===== src/rtl/intersection_phase_sequencer.sv =====
// -----------------------------------------------------------------------------
// intersection_phase_sequencer
//   Timed phase controller for a four-way intersection. Sequences NS/EW through
//   green, yellow, all-red and optional protected-left phases. It latches
//   left-turn requests, honours an operator hold, and forces a safe all-red on
//   emergency preemption.
//
// Ports
//   clk            in   system clock
//   reset          in   synchronous active-high reset
//   ns_left_sensor in   NS left-lane sensor (asynchronous, synchronized here)
//   ew_left_sensor in   EW left-lane sensor (asynchronous, synchronized here)
//   emergency      in   emergency preemption level (asynchronous)
//   hold           in   operator freeze of the phase timer
//   phase          out  3-bit phase code to the light decoder
//   phase_start    out  pulse during the first cycle of each new phase
//   secs_left      out  whole seconds remaining in the current phase
//   ns_left_req    out  latched NS left request
//   ew_left_req    out  latched EW left request
// -----------------------------------------------------------------------------
module intersection_phase_sequencer #(
   parameter int TICKS_PER_SEC = 50000000,
   parameter int GREEN_S       = 10,
   parameter int YELLOW_S      = 3,
   parameter int ALLRED_S      = 2,
   parameter int LEFT_S        = 5
) (
   input  logic       clk,
   input  logic       reset,
   input  logic       ns_left_sensor,
   input  logic       ew_left_sensor,
   input  logic       emergency,
   input  logic       hold,
   output logic [2:0] phase,
   output logic       phase_start,
   output logic [4:0] secs_left,
   output logic       ns_left_req,
   output logic       ew_left_req
);

   localparam int             PW        = (TICKS_PER_SEC > 1) ? $clog2(TICKS_PER_SEC) : 1;
   localparam logic [PW-1:0]  PRESC_MAX = PW'(TICKS_PER_SEC - 1);

   localparam logic [2:0] PH_NS_GRN  = 3'd0;
   localparam logic [2:0] PH_NS_YEL  = 3'd1;
   localparam logic [2:0] PH_NS_RED  = 3'd2;
   localparam logic [2:0] PH_EW_LEFT = 3'd3;
   localparam logic [2:0] PH_EW_GRN  = 3'd4;
   localparam logic [2:0] PH_EW_YEL  = 3'd5;
   localparam logic [2:0] PH_EW_RED  = 3'd6;
   localparam logic [2:0] PH_NS_LEFT = 3'd7;

   logic [2:0]    r_phase;
   logic [4:0]    r_secs;
   logic [PW-1:0] r_presc;
   logic          r_start;
   logic          r_ns_req, r_ew_req;
   logic          r_ns_s1, r_ns_s2, r_ew_s1, r_ew_s2, r_emg_s1, r_emg_s2;

   logic [2:0]    w_phase_nx, w_target;
   logic [4:0]    w_secs_nx;
   logic [PW-1:0] w_presc_nx;
   logic          w_start_nx, w_ns_req_nx, w_ew_req_nx;
   logic          w_tick, w_go, w_run;

   function automatic logic [4:0] f_duration(input logic [2:0] p);
      case (p)
         PH_NS_GRN, PH_EW_GRN:   f_duration = 5'(GREEN_S);
         PH_NS_YEL, PH_EW_YEL:   f_duration = 5'(YELLOW_S);
         PH_NS_RED, PH_EW_RED:   f_duration = 5'(ALLRED_S);
         default:                f_duration = 5'(LEFT_S);
      endcase
   endfunction

   function automatic logic [2:0] f_normal_next(input logic [2:0] p,
                                                input logic       ns_req,
                                                input logic       ew_req);
      case (p)
         PH_NS_GRN:  f_normal_next = PH_NS_YEL;
         PH_NS_YEL:  f_normal_next = PH_NS_RED;
         PH_NS_RED:  f_normal_next = ew_req ? PH_EW_LEFT : PH_EW_GRN;
         PH_EW_LEFT: f_normal_next = PH_EW_GRN;
         PH_EW_GRN:  f_normal_next = PH_EW_YEL;
         PH_EW_YEL:  f_normal_next = PH_EW_RED;
         PH_EW_RED:  f_normal_next = ns_req ? PH_NS_LEFT : PH_NS_GRN;
         default:    f_normal_next = PH_NS_GRN;
      endcase
   endfunction

   // State register
   always_ff @(posedge clk) begin
      if (reset) begin
         r_phase  <= PH_EW_RED;
         r_secs   <= 5'(ALLRED_S);
         r_presc  <= '0;
         r_start  <= 1'b0;
         r_ns_req <= 1'b0;
         r_ew_req <= 1'b0;
         r_ns_s1  <= 1'b0;
         r_ns_s2  <= 1'b0;
         r_ew_s1  <= 1'b0;
         r_ew_s2  <= 1'b0;
         r_emg_s1 <= 1'b0;
         r_emg_s2 <= 1'b0;
      end else begin
         r_phase  <= w_phase_nx;
         r_secs   <= w_secs_nx;
         r_presc  <= w_presc_nx;
         r_start  <= w_start_nx;
         r_ns_req <= w_ns_req_nx;
         r_ew_req <= w_ew_req_nx;
         r_ns_s1  <= ns_left_sensor;
         r_ns_s2  <= r_ns_s1;
         r_ew_s1  <= ew_left_sensor;
         r_ew_s2  <= r_ew_s1;
         r_emg_s1 <= emergency;
         r_emg_s2 <= r_emg_s1;
      end
   end

   // Next-state logic
   always_comb begin
      w_tick      = (r_presc == PRESC_MAX);
      w_go        = 1'b0;
      w_run       = 1'b0;
      w_target    = r_phase;
      w_phase_nx  = r_phase;
      w_secs_nx   = r_secs;
      w_presc_nx  = r_presc;

      if (r_emg_s2) begin
         case (r_phase)
            PH_NS_GRN:  begin w_go = 1'b1; w_target = PH_NS_YEL; end
            PH_EW_GRN:  begin w_go = 1'b1; w_target = PH_EW_YEL; end
            PH_EW_LEFT: begin w_go = 1'b1; w_target = PH_NS_RED; end
            PH_NS_LEFT: begin w_go = 1'b1; w_target = PH_EW_RED; end
            // Parked in all-red: keep the timer at its reload value so release
            // starts a fresh full countdown.
            PH_NS_RED, PH_EW_RED: begin
               w_presc_nx = '0;
               w_secs_nx  = 5'(ALLRED_S);
            end
            default:    w_run = 1'b1;   // yellows finish normally, hold ignored
         endcase
      end else if (!hold) begin
         w_run = 1'b1;
      end

      if (w_run) begin
         if (w_tick) begin
            w_presc_nx = '0;
            if (r_secs > 5'd1) begin
               w_secs_nx = r_secs - 5'd1;
            end else begin
               w_go     = 1'b1;
               w_target = f_normal_next(r_phase, r_ns_req, r_ew_req);
            end
         end else begin
            w_presc_nx = r_presc + 1'b1;
         end
      end

      if (w_go) begin
         w_phase_nx = w_target;
         w_secs_nx  = f_duration(w_target);
         w_presc_nx = '0;
      end
      w_start_nx = w_go;

      // Clearing on entry to the served left phase takes priority over a set.
      if (w_go && (w_target == PH_NS_LEFT))
         w_ns_req_nx = 1'b0;
      else if (r_ns_s2 && (r_phase != PH_NS_LEFT))
         w_ns_req_nx = 1'b1;
      else
         w_ns_req_nx = r_ns_req;

      if (w_go && (w_target == PH_EW_LEFT))
         w_ew_req_nx = 1'b0;
      else if (r_ew_s2 && (r_phase != PH_EW_LEFT))
         w_ew_req_nx = 1'b1;
      else
         w_ew_req_nx = r_ew_req;
   end

   // Outputs
   always_comb begin
      phase       = r_phase;
      phase_start = r_start;
      secs_left   = r_secs;
      ns_left_req = r_ns_req;
      ew_left_req = r_ew_req;
   end

endmodule

===== config.mk =====
export PLATFORM = sky130hd
export DESIGN_NAME = intersection_phase_sequencer
export DESIGN_NICKNAME = d
export VERILOG_FILES = /design/src/rtl/intersection_phase_sequencer.sv
export SDC_FILE = /design/constraint.sdc
export NUM_CORES = 1
export LEC_CHECK = 0
export ABC_AREA = 1
export BUFFER_PORTS_ARGS = -buffer_cell sky130_fd_sc_hd__buf_4
export CAP_MARGIN = 20
export CORE_ASPECT_RATIO = 0.8
export CORE_MARGIN = 5
export CORE_UTILIZATION = 38
export CTS_CLUSTER_DIAMETER = 150
export DETAILED_ROUTE_END_ITERATION = 16
export SLEW_MARGIN = 10
export SYNTH_ARGS = -nofsm -noshare
export SYNTH_HDL_FRONTEND = slang
export SYNTH_SLANG_ARGS = --single-unit

===== constraint.sdc =====
create_clock -name clk -period 2.1 [get_ports clk]
set_input_delay 0 -clock clk [delete_from_list [all_inputs] [get_ports clk]]
set_output_delay 0 -clock clk [all_outputs]
set_load 0.05 [all_outputs]

==> results.json, run 1 <==
{
  "core_um2": 6344,
  "critPathSlowestCell": "dfxtp_2",
  "overflow": 0,
  "ir_drop_mv": 0.2226,
  "seqPwrFrac": 0.522,
  "cp-end-kind": "register",
  "grt_max_degree": 20,
  "numClockSinks": 43,
  "grt_pass1_wl_um": 9446,
  "cts-root-buf": "clkbuf_8",
  "p_int_w": 0.001248,
  "dp.cells": 457,
  "status": "complete, no violations",
  "cp-start-kind": "register",
  "drv_slew": 0,
  "cts_buffers": 5,
  "die_area_um2": 8226,
  "combPwrFrac": 0.064,
  "drtIter0Drc": 140,
  "antenna_cells": 0,
  "fin_cells": 472,
  "first_global_vias": 2059,
  "fin_ws_ns": 0.2180,
  "syn_inst": 358,
  "dr.pass1.iters": 4,
  "htree_num_levels": 2,
  "die_h_um": 82.13,
  "wl_um": 5404,
  "power.density_nw_per_um2": 553.0,
  "num_vias": 2151,
  "crit_fanout": 6,
  "path_cells": "inv_1 -> ha_1 -> nand2_1 -> inv_1 -> nor2_1 -> buf_4 -> inv_2 -> nand2_2 -> nor3_4 -> nand3_1 -> xor2_1 -> nor2_1",
  "cap_violations": 0,
  "final_util": 0.4540,
  "p_sw_w": 0.0003444,
  "min_path_type": "input pin to register",
  "cp_slowest_stage_delay_ns": 0.35,
  "routed_via_density": 4.557,
  "ys_seq_area_frac": 0.3484,
  "rsz0062_at_grt": "false",
  "dp_slack_ns": 0.1420,
  "clk_pin_slew_worst_paths_ns": 0.08,
  "drive_above_1_share": 0.1624,
  "place.port_buffers": 16,
  "io-pin-count": 17,
  "clkPwrFrac": 0.415,
  "synth-seq-cells": 43,
  "cts_tree": "yes",
  "path_class": "register to register",
  "period_needed_ns": 1.882,
  "clock_latency_ns": 0.29,
  "antenna_found_initial": 0,
  "start_util": 0.3895,
  "dp_hpwl_um": 4189,
  "skew_ns": 0.005138,
  "place.gp.congestion": 0.9509,
  "ys_warn_count": 0,
  "layout.nets": 402,
  "syn_avg_cell_area_um2": 6.903,
  "drt-wirelength-per-cell_um": 11.45,
  "final-hold-violation-count": 0,
  "finalSetupViolations": 0,
  "rows": 26,
  "area_growth_pct": 16.56,
  "fmax_mhz": 531.4,
  "setup_tns_ns": 0,
  "drcViolationCount": 0,
  "fin_crit_sh": 0.8962,
  "cts_buffer_depth": 2,
  "power_leakage_nw": 1.208,
  "synth_nets": 373,
  "cp.arrival_ns": 2.06,
  "slew_headroom": 0.7220,
  "swShare": 0.2162,
  "cp_data_required_time_ns": 2.28,
  "synth.distinct_cells": 37,
  "syn_area_um2": 2471,
  "die_w_um": 100.2,
  "worst_slew_pin_slew_ns": 0.4139,
  "postRouteAntennaNets": 0,
  "grtUsageTotal": 0.1430,
  "n_fill_cell": 671
}
-- layer usage --
metal	routed length [um]	part of all wire	track usage
met1	2957	0.55	0.2099
met3	281	0.052	0.03359
met5	0	0	0
met2	2101	0.39	0.2070
met4	63	0.012	0.04172
-- kinds of logic after synthesis --
logic type / synth area share
DFF: 0.3484
buffers and inverters: 0.08810
and+or+nand+nor: 0.4137
xor gates and xnor gates: 0.03899
adders and majority gates: 0.04557
AOI/OAI and AO/OA: 0.06532
-- path summary, 6_finish.rpt --
kind,from,endpoint,slack [ns],cells after the start
setup reg to reg,phase[0],r_presc[25],0.22,12
hold / removal,hold,r_presc[12],0.23,5
hold reg to reg,r_ns_s1,r_ns_s2,0.40,2
setup / recovery,phase[0],r_presc[25],0.22,12
-- critical path, delay by kind of cell, from the launching register on --
family / cells / cell delay (ns)
adders and majority gates: 1 / 0.15
xor gates and xnor gates: 1 / 0.15
and+or+nand+nor: 6 / 0.63
buffers and inverters: 4 / 0.50
DFF: 1 / 0.35
-- layout by cell type (no fill, tap or decap), types with 2 or more instances in the layout --
master	count
nand2_4	2
dfxtp_1	41
nor3b_1	3
and3_1	2
nand2_2	4
inv_1	46
o21ai_0	11
or2_2	4
nand4_1	5
nand3_1	23
clkbuf_8	6
nand2_1	82
xor2_1	9
xnor2_1	2
ha_1	9
inv_2	2
dfxtp_2	2
buf_4	19
a21oi_1	11
nor2_1	49
dlygate4sd3_1	7
nor2_2	13
nor4_1	4
nor2_4	4
nor3_1	14
-- flip-flops by register name, indices dropped and copies added, names as in the netlist --
register	flops
r_ew_s2	1
r_emg_s2	1
r_ew_s1	1
r_emg_s1	1
phase	3
r_ns_s2	1
r_presc	26
r_ns_s1	1
secs_left	5
ew_left_req	1
ns_left_req	1
phase_start	1
-- per-stage QoR --
| step | cell area [um2] | hold WS [ns] | power (W) |
|---|---|---|---|
| after floorplan | 2472 | 0.1070 | 0.0009173 |
| after global placement | 2683 | 0.2026 | 0.0009417 |
| after detailed placement | 2683 | 0.2071 | 0.0009423 |
| after CTS | 2870 | 0.2226 | 0.001622 |
| after global routing | 2880 | 0.2522 | 0.001666 |
| final | 2880 | 0.2299 | 0.001593 |
-- cell usage after synthesis, drive strengths merged --
master | count | share of area
a211oi | 1 | 0.0030
a21boi | 1 | 0.0030
a21o | 1 | 0.0030
a21oi | 12 | 0.026
a31oi | 1 | 0.0025
and3 | 2 | 0.0051
buf | 4 | 0.015
dfxtp | 43 | 0.35
ha | 9 | 0.046
inv | 48 | 0.073
nand2 | 88 | 0.14
nand3 | 23 | 0.047
nand3b | 1 | 0.0030
nand4 | 6 | 0.021
nor2 | 66 | 0.13
nor3 | 15 | 0.032
nor3b | 4 | 0.014
nor4 | 4 | 0.010
o21ai | 13 | 0.028
or2 | 5 | 0.013
xnor2 | 2 | 0.0071
xor2 | 9 | 0.032
-- power groups by stage --
stage	clock, W	combinational (W)	sequential [W]
global placement	0	0.0000913	0.000850
finish	0.000660	0.000101	0.000831
detailed placement	0	0.0000920	0.000850
CTS	0.000688	0.000102	0.000831
global route	0.000719	0.000115	0.000833
floorplan	0	0.0000612	0.000856
-- final cells by class --
| class | instances | area (um2) | share of cell area |
|---|---|---|---|
| multi-input combinational | 263 | 1401 | 0.4865 |
| sequential | 43 | 863.3 | 0.2997 |
| timing repair buffer | 26 | 212.7 | 0.07385 |
| clock inverter | 2 | 35.03 | 0.01216 |
| tap | 84 | 105.1 | 0.03649 |
| inverter | 48 | 180.2 | 0.06255 |
| clock buffer | 6 | 82.58 | 0.02867 |
-- what timing repair did --
| action | CTS | global route |
|---|---|---|
| endpoints found under the setup margin | 0 | 7 |
| resized for setup | 0 | 3 |
| hold buffers | 7 | 0 |
| endpoints found under the hold margin | 7 | 0 |
| setup buffers | 0 | 0 |
(Power assumes the default switching activity.)
==> run 2: changes to the inputs <==
Settings changed: BUFFER_PORTS_ARGS -buffer_cell sky130_fd_sc_hd__buf_4 to -buffer_cell sky130_fd_sc_hd__buf_2.
==> run 2 against run 1 <==
Against the previous run:
- sequential power is essentially flat
- first-iteration DRC count grew 2.1%
- core utilization is 1.8 points lower
- routed wire length rose by 2.8%
- non-clock buffer count is 5 lower
- combinational power decreased by 12%
- critical endpoint is now r_presc[8]
- largest power group unchanged
==> results.json, run 2 (same netlist as run 1, synthesis figures left out) <==
{
  "rows": 26,
  "clkPwrFrac": 0.390,
  "routed_via_density": 4.822,
  "die_h_um": 82.13,
  "clock_latency_ns": 0.29,
  "status": "complete, no violations",
  "layout.nets": 397,
  "dr.pass1.iters": 4,
  "drive_above_1_share": 0.1567,
  "largest_register_ffs": 26,
  "overflow": 0,
  "dp_hpwl_um": 4254,
  "cts-root-buf": "clkbuf_8",
  "clk_pin_slew_worst_paths_ns": 0.08,
  "fin_crit_sh": 0.9141,
  "rsz0062_at_grt": "false",
  "htree_num_levels": 2,
  "p_int_w": 0.001154,
  "cts_tree": "yes",
  "drt-wirelength-per-cell_um": 11.90,
  "io-pin-count": 17,
  "crit_fanout": 19,
  "combPwrFrac": 0.059,
  "min_path_type": "input pin to register",
  "core_um2": 6344,
  "seqPwrFrac": 0.551,
  "cp-start-kind": "register",
  "final-hold-violation-count": 0,
  "area_growth_pct": 11.95,
  "wl_um": 5555,
  "cts_buffers": 5,
  "num_vias": 2252,
  "setup_tns_ns": 0,
  "critPathSlowestCell": "dfxtp_2",
  "worst_slew_pin_slew_ns": 0.4323,
  "numClockSinks": 43,
  "cp-end-kind": "register",
  "finalSetupViolations": 0,
  "drtIter0Drc": 143,
  "drv_slew": 0,
  "power.density_nw_per_um2": 544.9,
  "p_total_w": 0.001508,
  "swShare": 0.2347,
  "die_area_um2": 8226,
  "place.port_buffers": 16,
  "layout_common_cells": "nand2_1 (83), nor2_1 (49), inv_1 (46)",
  "path_class": "register to register",
  "postRouteAntennaNets": 0,
  "n_fill_cell": 652,
  "cp_data_required_time_ns": 2.31,
  "cts_setup_buffers": 0,
  "first_global_vias": 2017,
  "cap_violations": 0,
  "fmax_mhz": 521.0,
  "skew_ns": 0.006880,
  "grt_pass1_wl_um": 9480,
  "mostFrequentLayoutCell": "nand2_1",
  "regMostFlops": "r_presc",
  "antenna_cells": 0,
  "cts_buffer_depth": 2,
  "path_cells": "inv_1 -> ha_1 -> nand2_1 -> inv_1 -> nor2_1 -> buf_4 -> inv_2 -> nand2_1 -> nand2_4 -> nor3b_1",
  "slew_headroom": 0.7096,
  "ir_drop_mv": 0.2220,
  "p_sw_w": 0.0003538,
  "cp.arrival_ns": 2.13,
  "period_needed_ns": 1.920,
  "grt_max_degree": 20,
  "place.gp.congestion": 0.9084,
  "antenna_found_initial": 0,
  "cp_slowest_stage_delay_ns": 0.39,
  "power_leakage_nw": 1.146,
  "grtUsageTotal": 0.1455,
  "start_util": 0.3895,
  "drcViolationCount": 0,
  "die_w_um": 100.2
}
==> run 2: power groups by stage <==
stage          clock network [W]  logic (W)  registers [W]
2_1_floorplan                  0  0.0000612       0.000856
3_3_place_gp                   0  0.0000833       0.000850
3_5_place_dp                   0  0.0000847       0.000851
4_1_cts                 0.000607  0.0000890       0.000831
5_1_grt                 0.000646  0.0000998       0.000833
6_report                0.000588  0.0000884       0.000831
==> run 2: worst max-delay path, delay by kind of cell, from the launching register on <==
family | cells | cell delay (ns)
and+or+nand+nor | 5 | 0.78
buffers and inverters | 4 | 0.46
DFF | 1 | 0.39
adders and majority gates | 1 | 0.20
==> run 2: area by class of cell <==
cell class / count / area (um2) / area share
Multi-Input combinational cell: 263 / 1393 / 0.5034
Tap cell: 84 / 105.1 / 0.03799
Timing Repair Buffer: 21 / 125.1 / 0.04523
Inverter: 48 / 180.2 / 0.06513
Sequential cell: 43 / 863.3 / 0.3121
Clock buffer: 8 / 100.1 / 0.03618
==> run 2: stage by stage <==
step	cells	setup slack, ns	utilization	area (um2)	hold WS, ns
3_5_place_dp	456	0.1207	0.4154	2635	0.2061
5_1_grt	467	0.008477	0.4361	2766	0.04281
4_1_cts	467	0.09143	0.4359	2765	0.04551
3_3_place_gp	456	0.1796	0.4154	2635	0.1980
6_report	467	0.1805	0.4361	2766	0.05247
2_1_floorplan	358	0.009516	-	2472	0.1070
==> run 2: metal layers <==
layer | vias up | GRT usage | part of all wire | routed length (um)
met4 | 0 | 0.04441 | 0.0079 | 44
met1 | 1011 | 0.2158 | 0.53 | 2929
met3 | 5 | 0.03526 | 0.068 | 378
li1 | 1179 | - | - | -
met2 | 57 | 0.2057 | 0.40 | 2203
met5 | - | 0 | 0 | 0
==> run 2: final timing paths <==
path                 start         end  slack [ns]  cells after the start
setup / recovery  phase[0]  r_presc[8]        0.18                     10
hold / removal       reset    r_emg_s2        0.05                      2
setup reg to reg  phase[0]  r_presc[8]        0.18                     10
hold reg to reg   r_emg_s1    r_emg_s2        0.40                      2
==> run 2: timing repair <==
action | in CTS | in global routing
hold endpoints to repair | 3 | 0
hold buffers | 3 | 0
gates resized for setup | 0 | 1
endpoints found under the setup margin | 0 | 8
